`src/rtl/vga_timing.sv`:
```
// vga_timing: 640x480@60 raster timing for the DE2-115 VGA DAC.
// Publishes the current pixel coordinate to the pixel generator, takes its
// colour back PIPE_LAT cycles later, and drives sync, blank and colour from
// one output register so all DAC pins change on the same edge.
module vga_timing #(
    parameter int H_ACTIVE = 640,
    parameter int H_FP     = 16,
    parameter int H_SYNC   = 96,
    parameter int H_BP     = 48,
    parameter int V_ACTIVE = 480,
    parameter int V_FP     = 10,
    parameter int V_SYNC   = 2,
    parameter int V_BP     = 33,
    parameter int PIPE_LAT = 2
) (
    input  logic        i_clk,
    input  logic        i_rst,
    output logic [9:0]  o_x,
    output logic [9:0]  o_y,
    output logic        o_de,
    output logic        o_line_start,
    output logic        o_frame_start,
    output logic [15:0] o_frame_cnt,
    input  logic [7:0]  i_r,
    input  logic [7:0]  i_g,
    input  logic [7:0]  i_b,
    output logic        vga_hsync,
    output logic        vga_vsync,
    output logic        vga_blank_n,
    output logic        vga_sync_n,
    output logic [7:0]  vga_r,
    output logic [7:0]  vga_g,
    output logic [7:0]  vga_b
);

    localparam int H_TOTAL = H_ACTIVE + H_FP + H_SYNC + H_BP;
    localparam int V_TOTAL = V_ACTIVE + V_FP + V_SYNC + V_BP;

    // Counter-width copies of the raster boundaries
    localparam logic [9:0] H_LAST   = 10'(H_TOTAL - 1);
    localparam logic [9:0] V_LAST   = 10'(V_TOTAL - 1);
    localparam logic [9:0] H_ACT    = 10'(H_ACTIVE);
    localparam logic [9:0] V_ACT    = 10'(V_ACTIVE);
    localparam logic [9:0] HS_BEGIN = 10'(H_ACTIVE + H_FP);
    localparam logic [9:0] HS_END   = 10'(H_ACTIVE + H_FP + H_SYNC);
    localparam logic [9:0] VS_BEGIN = 10'(V_ACTIVE + V_FP);
    localparam logic [9:0] VS_END   = 10'(V_ACTIVE + V_FP + V_SYNC);

    // Delay-line entry layout: {hsync, vsync, de}; idle means syncs high, blanked
    localparam logic [2:0] DLY_IDLE = 3'b110;

    logic [9:0]  h_q, h_d;
    logic [9:0]  v_q, v_d;
    logic [15:0] fcnt_q, fcnt_d;
    logic        h_wrap;
    logic        frame_end;

    logic        hsync_raw;
    logic        vsync_raw;
    logic        de_raw;
    logic [2:0]  dly_in;
    logic [2:0]  dly_out;

    logic        hsync_q;
    logic        vsync_q;
    logic        blank_n_q;
    logic [7:0]  r_q, g_q, b_q;

    assign h_wrap    = (h_q == H_LAST);
    assign frame_end = h_wrap && (v_q == V_LAST);

    // Next-state for the raster counters and the completed-frame counter
    always_comb begin
        h_d    = h_wrap ? 10'd0 : h_q + 10'd1;
        v_d    = v_q;
        fcnt_d = fcnt_q;
        if (h_wrap) begin
            v_d = (v_q == V_LAST) ? 10'd0 : v_q + 10'd1;
        end
        if (frame_end) begin
            fcnt_d = fcnt_q + 16'd1;
        end
    end

    // Raster counters; reset parks the beam at the top-left pixel
    always_ff @(posedge i_clk) begin
        if (i_rst) begin
            h_q    <= 10'd0;
            v_q    <= 10'd0;
            fcnt_q <= 16'd0;
        end else begin
            h_q    <= h_d;
            v_q    <= v_d;
            fcnt_q <= fcnt_d;
        end
    end

    // Stage 0: coordinate and strobes are pure decode of the counters
    assign o_x           = h_q;
    assign o_y           = v_q;
    assign de_raw        = (h_q < H_ACT) && (v_q < V_ACT);
    assign o_de          = de_raw;
    assign o_line_start  = (h_q == 10'd0);
    assign o_frame_start = (h_q == 10'd0) && (v_q == 10'd0);
    assign o_frame_cnt   = fcnt_q;

    assign hsync_raw = !((h_q >= HS_BEGIN) && (h_q < HS_END));
    assign vsync_raw = !((v_q >= VS_BEGIN) && (v_q < VS_END));
    assign dly_in    = {hsync_raw, vsync_raw, de_raw};

    // Delay timing flags so they line up with the generator's returning colour
    generate
        if (PIPE_LAT == 0) begin : g_no_dly
            assign dly_out = dly_in;
        end else begin : g_dly
            logic [2:0] dly_q [PIPE_LAT];

            // Shift register; reset flushes stale timing out of the line
            always_ff @(posedge i_clk) begin
                if (i_rst) begin
                    for (int i = 0; i < PIPE_LAT; i++) begin
                        dly_q[i] <= DLY_IDLE;
                    end
                end else begin
                    dly_q[0] <= dly_in;
                    for (int i = 1; i < PIPE_LAT; i++) begin
                        dly_q[i] <= dly_q[i-1];
                    end
                end
            end

            assign dly_out = dly_q[PIPE_LAT-1];
        end
    endgenerate

    // Output stage: all DAC pins from one register; colour zeroed while blanked
    always_ff @(posedge i_clk) begin
        if (i_rst) begin
            hsync_q   <= 1'b1;
            vsync_q   <= 1'b1;
            blank_n_q <= 1'b0;
            r_q       <= 8'd0;
            g_q       <= 8'd0;
            b_q       <= 8'd0;
        end else begin
            hsync_q   <= dly_out[2];
            vsync_q   <= dly_out[1];
            blank_n_q <= dly_out[0];
            r_q       <= dly_out[0] ? i_r : 8'd0;
            g_q       <= dly_out[0] ? i_g : 8'd0;
            b_q       <= dly_out[0] ? i_b : 8'd0;
        end
    end

    assign vga_hsync   = hsync_q;
    assign vga_vsync   = vsync_q;
    assign vga_blank_n = blank_n_q;
    assign vga_sync_n  = 1'b0;
    assign vga_r       = r_q;
    assign vga_g       = g_q;
    assign vga_b       = b_q;

endmodule

```
`config.mk`:
```
export PLATFORM = sky130hd
export DESIGN_NAME = vga_timing
export DESIGN_NICKNAME = d
export VERILOG_FILES = /design/src/rtl/vga_timing.sv
export SDC_FILE = /design/constraint.sdc
export NUM_CORES = 1
export LEC_CHECK = 0
export BUFFER_PORTS_ARGS = -buffer_cell sky130_fd_sc_hd__clkbuf_2
export CORE_MARGIN = 1
export CORE_UTILIZATION = 30
export CTS_BUF_LIST = sky130_fd_sc_hd__clkbuf_2
export DETAILED_ROUTE_END_ITERATION = 8
export GPL_ROUTABILITY_DRIVEN = 0
export PLACE_DENSITY_LB_ADDON = 0.12
export SLEW_MARGIN = 20
export SYNTH_ARGS = -nofsm -noshare
export SYNTH_HDL_FRONTEND = slang
export SYNTH_SLANG_ARGS = --single-unit
```
`constraint.sdc`:
```
create_clock -name i_clk -period 4 [get_ports i_clk]
set_input_delay 0 -clock i_clk [delete_from_list [all_inputs] [get_ports i_clk]]
set_output_delay 0 -clock i_clk [all_outputs]
set_load 0.02 [all_outputs]
```
Yosys cells after proc, flatten, opt, wreduce, memory -nomap -nowiden

Memories as Yosys holds them, arrays and structs flattened.
Cells that the tools add are included.
W data, S select, Z words.

Reductions and logical operators: 11
Bitwise gates (word level): 3
Multiplexer cells: 6
Add/sub/neg operators: 3
Order comparisons: 6
Eq/ne operators: 2

Operator list:

| kind                    | count |
|---|---|
| $add A10 B1 Y10 const B | 2 |
| $eq A10 B10 Y1 const B  | 2 |
| $logic_not A10 Y1       | 2 |
| $lt A10 B10 Y1 const B  | 2 |
| $lt A10 B9 Y1 const B   | 2 |
| $add A16 B1 Y16 const B | 1 |
| $ge A10 B10 Y1 const B  | 1 |
| $ge A10 B9 Y1 const B   | 1 |
| $mux W10                | 1 |
| $mux W3                 | 2 |
| $logic_and A1 B1 Y1     | 5 |
| $reduce_or A2 Y1        | 2 |
| $mux W1                 | 3 |
| $logic_not A1 Y1        | 2 |
| $or A1 B1 Y1            | 2 |
| $not A1 Y1              | 1 |

RAM bits: 6
Output and inout bits: 67
Memories kept: 1
Register bits after elaboration: 63
Input bits: 26
Word-level logic and storage cells: 41

Memory list:

| memory      | words | width | rd ports | clocked after Yosys merged registers in | wr ports | RTL line | text |
|---|---|---|---|---|---|---|---|
| g_dly.dly_q | 2     | 3     | 2        | 0                                       | 2        | 116      | `logic [2:0] dly_q [PIPE_LAT];` |

Logic depth before layout (Yosys ltp)

Gate-level depths: netlist (run 1).

Depth after elaboration: 4
Depth in mapped cells: 8
Mapped depth without buffers: 6

Worst setup path before layout (run 1)

No wires, ideal clock.

Path kind: flip-flop to flip-flop
Start: reg v_q[4], in the netlist o_y[4]
End: reg fcnt_q[12], in the netlist o_frame_cnt[12]
Path buffers: 1
Arrival: 2245 ps
Clock period less this slack: 2314 ps
Required time: 3930 ps
Stages on the path, launching flop included: 6
Slack: 1686 ps
Cells stage by stage: dfxtp_1 -> or4_4 -> or4_4 -> buf_6 -> or4_1 -> a21oi_1

Word-level cells in the longest chain between the ends: 2

Ends and longest elaborated chain:

| item                   | RTL line | text |
|---|---|---|
| start, declared        | 53       | `logic [9:0] v_q, v_d;` |
| start signal, assigned | 93       | `v_q <= v_d;` |
| $eq A10 B10 Y1         | 70       | `assign frame_end = h_wrap && (v_q == V_LAST);` |
| $logic_and A1 B1 Y1    | 70       |  |
| end signal, assigned   | 94       | `fcnt_q <= fcnt_d;` |
| end, declared          | 54       | `logic [15:0] fcnt_q, fcnt_d;` |

Every way passes these cells.
A chain may end at the register's enable or synchronous reset.

Worst setup path after layout (run 1)

Start: reg h_q[0], in the netlist o_x[0]
End: reg v_q[3], in the netlist o_y[3]

Word-level cells in the longest chain between the ends: 1

Ends and longest elaborated chain:

| item                   | RTL line | text |
|---|---|---|
| start, declared        | 52       | `logic [9:0] h_q, h_d;` |
| start signal, assigned | 88       | `h_q <= 10'd0;` |
| start signal, assigned | 92       | `h_q <= h_d;` |
| $eq A10 B10 Y1         | 69       | `assign h_wrap = (h_q == H_LAST);` |

Every way passes these cells.

==> results of run 1 <==
cell type report:
| cell class | instances | share of cell area |
|---|---|---|
| Timing Repair Buffer | 116 | 0.191 |
| Clock inverter | 7 | 0.0333 |
| Multi-Input combinational cell | 203 | 0.346 |
| Tap cell | 108 | 0.0367 |
| Clock buffer | 9 | 0.0122 |
| Sequential cell | 69 | 0.375 |
| Inverter | 6 | 0.00612 |
where the power goes:
group / internal [uW] / total, uW / switching (uW)
registers: 699 / 705 / 5.70
clock network: 272 / 533 / 261
logic: 40.8 / 83.4 / 42.6
total: 1010 / 1320 / 310
final timing paths:
path                                              startpoint                            to  slack [ps]
worst max register to register             o_x[0]$_SDFF_PP0_           o_y[3]$_SDFFE_PP0N_        1650
worst min register to register  g_dly.dly_q[0][2]$_SDFF_PP1_  g_dly.dly_q[0][5]$_SDFF_PP1_         440
worst max-delay path                       o_x[0]$_SDFF_PP0_           o_y[3]$_SDFFE_PP0N_        1650
worst min-delay path                                   i_rst  o_frame_cnt[13]$_SDFFE_PP0P_          80
through the flow:
stage | total power (uW) | hold slack, ps
after global routing | 1380 | 76.0
after global placement | 784 | 200
after CTS | 1350 | 53.3
final | 1320 | 81.0
after floorplan | 756 | 122
after detailed placement | 785 | 203
cells in the final DEF (no fill, tap or decap), types with 6 or more instances in the layout:
master,synthesis,layout
nand4_1,10,10
xor2_1,8,8
a21oi_1,20,20
o21ai_0,6,6
clkbuf_2,1,100
dlygate4sd3_1,0,24
inv_1,6,6
or4_1,17,17
nand2_1,14,14
nand3_1,16,16
o31ai_1,14,14
dfxtp_1,69,69
and4_1,6,6
nor2_1,20,20
nor3_1,6,6
and2_1,24,24
kinds of logic after synthesis:
logic type	Yosys count
compound gates	43
xor+xnor	13
fa+ha+maj	5
buf+inv	25
flops	69
other cells	1
simple gates	141
registers in the layout, indices dropped and copies added (netlist names):
| register | cells |
|---|---|
| o_frame_cnt | 16 |
| o_x | 10 |
| o_y | 10 |
| vga_b | 8 |
| vga_g | 8 |
| vga_r | 8 |
| g_dly.dly_q | 6 |
| vga_blank_n | 1 |
| vga_hsync | 1 |
| vga_vsync | 1 |
layer usage:
metal,vias to the layer above,global-route usage,share of wire
li1,1274,-,-
met4,0,0.0594,0.015
met5,-,0,0
met2,58,0.238,0.46
met3,13,0.0451,0.055
met1,1139,0.183,0.47
repair_timing:
action                                  CTS  global route
hold buffers                             24             0
hold endpoints to repair                 24             0
endpoints found under the setup margin    0             0
==> key figures, run 1 <==
Outcome
  – Status: finished, violations left
  – Failing checks: DRC

Logic synthesis
  – Adder-Cell Fraction of Synth Area: 0.0226
  – Syn_nets: 328
  – Sequential element share of the synthesized area: 0.500
  – Post-synthesis cell count: 297
  – Post-synthesis cell type count: 36
  – Synthesized area: 0.00276 sq mm
  – Top cells by count, synth: dfxtp_1 (69), and2_1 (24), a21oi_1 (20), nor2_1 (20), or4_1 (17)
  – Ys async rst share: 0
  – Top cell type's share of synthesized area: 0.500
  – Cell taking the most area after synthesis: dfxtp_1
  – Synth top area cells: dfxtp_1 (50%), and2_1 (5.4%), or4_1 (4.6%), o31ai_1 (3.8%), a21oi_1 (3.6%)
  – Top FF cell, synth: dfxtp_1
  – Most frequent cell after synthesis: dfxtp_1
  – Yosys reg bits: 69
  – Largest family of logic cells by synthesized area: simple AND/OR/NAND/NOR gates
  – Synth Area per Inst: 9.30 sq um
  – Yosys warns: 0
  – Post-Synth XOR/XNOR Area: 0.0412
  – EDFF count, synth: 0
  – Compound-cell area share of the yosys netlist: 0.0951
  – Post-Synth Simple-Gate Area: 0.299
  – Mux contribution to synthesized area: 0

Timing
  – Fin crit period: 2350 ps
  – Rel. slew slack: 0.468
  – Final Hold Viols: 0
  – Final WS setup: 1650 ps
  – RSZ-0062 raised after global routing: false
  – Final setup viols: 0
  – Fmax: 425 MHz
  – Max-slew violation count: 0
  – Tcrit/Tclk final: 0.588
  – Worst Skew: 17.8 ps
  – Worst Max-Slew Pin Slew: 797 ps
  – Setup TNS: 0 ps

Clock tree
  – Worst skew pair latency: 510 ps
  – Root buffer cell: clkbuf_2
  – Postcts setup bufs: 0
  – CTS tree: yes
  – Cts bufs inserted: 9
  – Post-cts sizing count: 0
  – Total clock sinks: 69
  – H-tree levels: 3
  – Worst-path clk slew: 200 ps
  – Clock buffer depth: 2

Route
  – Routed WL per cell: 13.1 um
  – Via count: 2484
  – Vias/cell: 4.80
  – Drt total wl: 6.80 mm
  – ANT nets after route: 0
  – Post-route DRC: 8
  – DRT Pass-1 Iters: 6
  – Initial DRC count: 105

Critical path
  – FF-to-FF path depth: 5
  – Crit. End Element: flop
  – Critical path class: flop to flop
  – Cells along the critical path: ha_1 -> nand3_1 -> or4_1 -> o21bai_1 -> nor2_1
  – Slowest stage cell, crit path: o21bai_1
  – Critical Path RT: 4380 ps
  – Arr. time, crit path: 2730 ps
  – Max FO, Critical Path: 10
  – Worst path bufs/invs: 0
  – Critical path's largest stage delay: 670 ps
  – Top delay family on crit path: simple AND/OR/NAND/NOR gates
  – CP Depth: 5
  – Crit path launch type: flop

Finish
  – Layout area overhead: 33.3%
  – Core Util, Final: 0.418
  – Fin cells: 518
  – Nets: 436
  – Area occupied by registers: 0.00138 sq mm
  – Fill count: 899
  – Layout cells sized above 1: 0.290
  – Inserted Diodes: 0
  – Area of the multi-input gates: 0.00127 sq mm
  – Fin area: 0.00368 sq mm

Power and ir drop
  – Pleak: 0.00152 uW
  – Maximum vdd ir drop: 223 uV
  – Power Dens Cells: 359 mW/mm^2

Global route
  – Initial antenna violation count: 0
  – Vias in the first global route: 2234
  – Largest net degree at the start of global routing: 35
  – Overflow after GRT: 0
  – GRT Total Usage: 0.147
  – First-pass GRT wire length: 11.2 mm

Die
  – Initial Util: 0.314
  – Die H: 98.0 um
  – Die width: 98.0 um
  – Core area: 0.00881 sq mm
  – Std-Cell Rows: 34
  – Die area: 0.00960 sq mm
  – I/O pin cnt: 93

Placed design
  – Number of port buffers: 91
  – Place WS: 1680 ps
  – Final HPWL DP: 4.69 mm
  – Placed cells: 478
  – Placed cell area: 0.00327 sq mm

Run
  – Max cap viols: 0

Min path
  – Worst Hold Class: primary input to flop
  – Hold-critical path depth: 2
(Power assumes the default switching activity.)
==> inputs of run 2 (changes only) <==
clock period = 1.9 ns   (was 4 ns; I/O delays follow)
==> run 2 against run 1 <==
  * The flow finishes with violations (DRC, setup timing)
  * Largest power group unchanged
  * Routed wire length up 15%
  * Die area unchanged
  * Highest routed layer unchanged
  * Register-to-register slack worse by 1800 ps
  * Largest cell class unchanged
  * Core utilization up 8.0 points
  * Cell area up 19%
  * Critical path depth down 1
  * Final cell count up 12%
==> key figures, run 2 (synthesis results as in run 1) <==
Outcome
  – Status: finished, violations left (unchanged)
  – Failing checks: DRC, setup timing (was DRC)

Min path
  – Worst Hold Class: primary input to flop (unchanged)

Finish
  – Leading cell type in the layout, fill and taps excluded: clkbuf_2 (unchanged)
  – Most frequent cells in the layout: clkbuf_2 (97), dfxtp_1 (60), dlygate4sd3_1 (49), buf_4 (34), and2_1 (24) (was clkbuf_2 (100), dfxtp_1 (69), and2_1 (24), dlygate4sd3_1 (24))
  – Inserted Diodes: 0 (unchanged)
  – Max FFs per register: 16 (unchanged)
  – Fill count: 857 (was 899)
  – Fin area: 0.00439 sq mm (was 0.00368 sq mm)
  – Core Util, Final: 0.498 (was 0.418)
  – Nets: 499 (was 436)
  – Fin cells: 581 (was 518)
  – Layout cells sized above 1: 0.385 (was 0.290)
  – Layout area overhead: 58.8% (was 33.3%)

Die
  – I/O pin cnt: 93 (unchanged)
  – Core area: 0.00881 sq mm (unchanged)
  – Die width: 98.0 um (unchanged)
  – Die H: 98.0 um (unchanged)
  – Initial Util: 0.314 (unchanged)
  – Die area: 0.00960 sq mm (unchanged)
  – Std-Cell Rows: 34 (unchanged)

Route
  – Post-route DRC: 6 (was 8)
  – DRT Pass-1 Iters: 6 (unchanged)
  – Via count: 2822 (was 2484)
  – Drt total wl: 7.79 mm (was 6.80 mm)
  – Routed WL per cell: 13.4 um (was 13.1 um)
  – Initial DRC count: 74 (was 105)
  – Vias/cell: 4.86 (was 4.80)
  – ANT nets after route: 0 (unchanged)

Global route
  – Largest net degree at the start of global routing: 34 (was 35)
  – GRT Total Usage: 0.165 (was 0.147)
  – Overflow after GRT: 0 (unchanged)
  – Vias in the first global route: 2647 (was 2234)
  – Initial antenna violation count: 0 (unchanged)
  – First-pass GRT wire length: 12.6 mm (was 11.2 mm)

Timing
  – Final Hold Viols: 0 (unchanged)
  – Max-slew violation count: 0 (unchanged)
  – Worst Max-Slew Pin Slew: 688 ps (was 797 ps)
  – Tcrit/Tclk final: 1.07 (was 0.588)
  – Final WS setup: -142 ps (was 1650 ps)
  – Rel. slew slack: 0.539 (was 0.468)
  – RSZ-0062 raised after global routing: true (was false)
  – Fin crit period: 2040 ps (was 2350 ps)
  – Fmax: 490 MHz (was 425 MHz)
  – Final setup viols: 8 (was 0)
  – Worst Skew: 23.3 ps (was 17.8 ps)

Critical path
  – Crit path launch type: flop (unchanged)
  – Critical path class: flop to flop (unchanged)
  – Max FO, Critical Path: 7 (was 10)
  – Critical Path RT: 2340 ps (was 4380 ps)
  – Arr. time, crit path: 2480 ps (was 2730 ps)
  – Crit. End Element: flop (unchanged)
  – R2R Setup Slk: -140 ps (was 1650 ps)

Power and ir drop
  – Power Dens Cells: 630 mW/mm^2 (was 359 mW/mm^2)
  – Maximum vdd ir drop: 321 uV (was 223 uV)
  – Pleak: 0.00193 uW (was 0.00152 uW)

Clock tree
  – Total clock sinks: 69 (unchanged)
  – Worst skew pair latency: 510 ps (about the same)
  – Clock buffer depth: 2 (unchanged)
  – H-tree levels: 3 (unchanged)
  – CTS tree: yes (unchanged)
  – Cts bufs inserted: 9 (unchanged)
  – Root buffer cell: clkbuf_2 (unchanged)
  – Worst-path clk slew: 230 ps (was 200 ps)

Placed design
  – Placed cells: 509 (was 478)
  – Number of port buffers: 91 (unchanged)
  – Placed cell area: 0.00356 sq mm (was 0.00327 sq mm)
  – Final HPWL DP: 5.02 mm (was 4.69 mm)

Run
  – Max cap viols: 0 (unchanged)
[run 2: changes by cell type in the layout (fill, tap and decap cells not counted), moves of 3 or more]
cell           previous run  this run
dfxtp_4                   0         3
clkbuf_2                100        97
or4_1                    17        14
buf_6                     0         5
or4_4                     2         6
dfxtp_2                   0         6
dfxtp_1                  69        60
dlygate4sd3_1            24        49
buf_4                     1        34
[run 2: layout make-up]
cell class              instances  area [sq um]  share of cell area
flip-flops and latches         69          1400               0.319
inverters                       6          22.5             0.00513
clock buffers                   9          45.0              0.0103
clock inverters                 7           106              0.0242
repair buffers                178          1280               0.291
multi-input cells             204          1400               0.319
well taps                     108           135              0.0308
[run 2: layer usage]
layer  global-route usage  vias up  wire, um
li1                     -     1409         -
met1                0.200     1343      3510
met2                0.283       61      3890
met3               0.0315        9       292
met4               0.0723        0        95
met5                    0        -         0
[run 2: metrics by stage]
step / TNS [ps] / hold slack (ps) / setup slack (ps) / power [uW]
3_3_place_gp: -809 / 199 / -88.8 / 1660
5_1_grt: -1460 / 346 / -173 / 2890
2_1_floorplan: -551 / 122 / -155 / 1590
3_5_place_dp: -994 / 204 / -125 / 1660
6_report: -823 / 337 / -142 / 2760
4_1_cts: -1070 / 303 / -166 / 2800
[run 2: repair_timing]
item | in CTS | in global routing
endpoints found under the hold margin | 45 | 0
endpoints found under the setup margin | 16 | 28
pin swaps | 7 | 13
resized for setup | 16 | 22
cloned | 2 | 0
setup buffers | 4 | 3
hold buffers | 49 | 0
[run 2: critical path, stage by stage (launching register included)]
cell and delay [ps]:
dfxtp_4 390, or4_4 550, or4_4 490, or4_1 430, a21oi_1 140
[run 2: final timing paths]
path,from,end,cells after the start
max,o_y[5]$_SDFFE_PP0N_,o_frame_cnt[12]$_SDFFE_PP0P_,4
min,i_rst,vga_blank_n$_SDFF_PP0_,3
max reg2reg,o_y[5]$_SDFFE_PP0N_,o_frame_cnt[12]$_SDFFE_PP0P_,4
min reg2reg,g_dly.dly_q[0][4]$_SDFF_PP1_,vga_vsync$_SDFF_PP1_,1
[run 2: where the power goes]
group          internal (uW)  switching [uW]
Sequential              1470            7.24
Combinational            128             104
Clock                    460             595
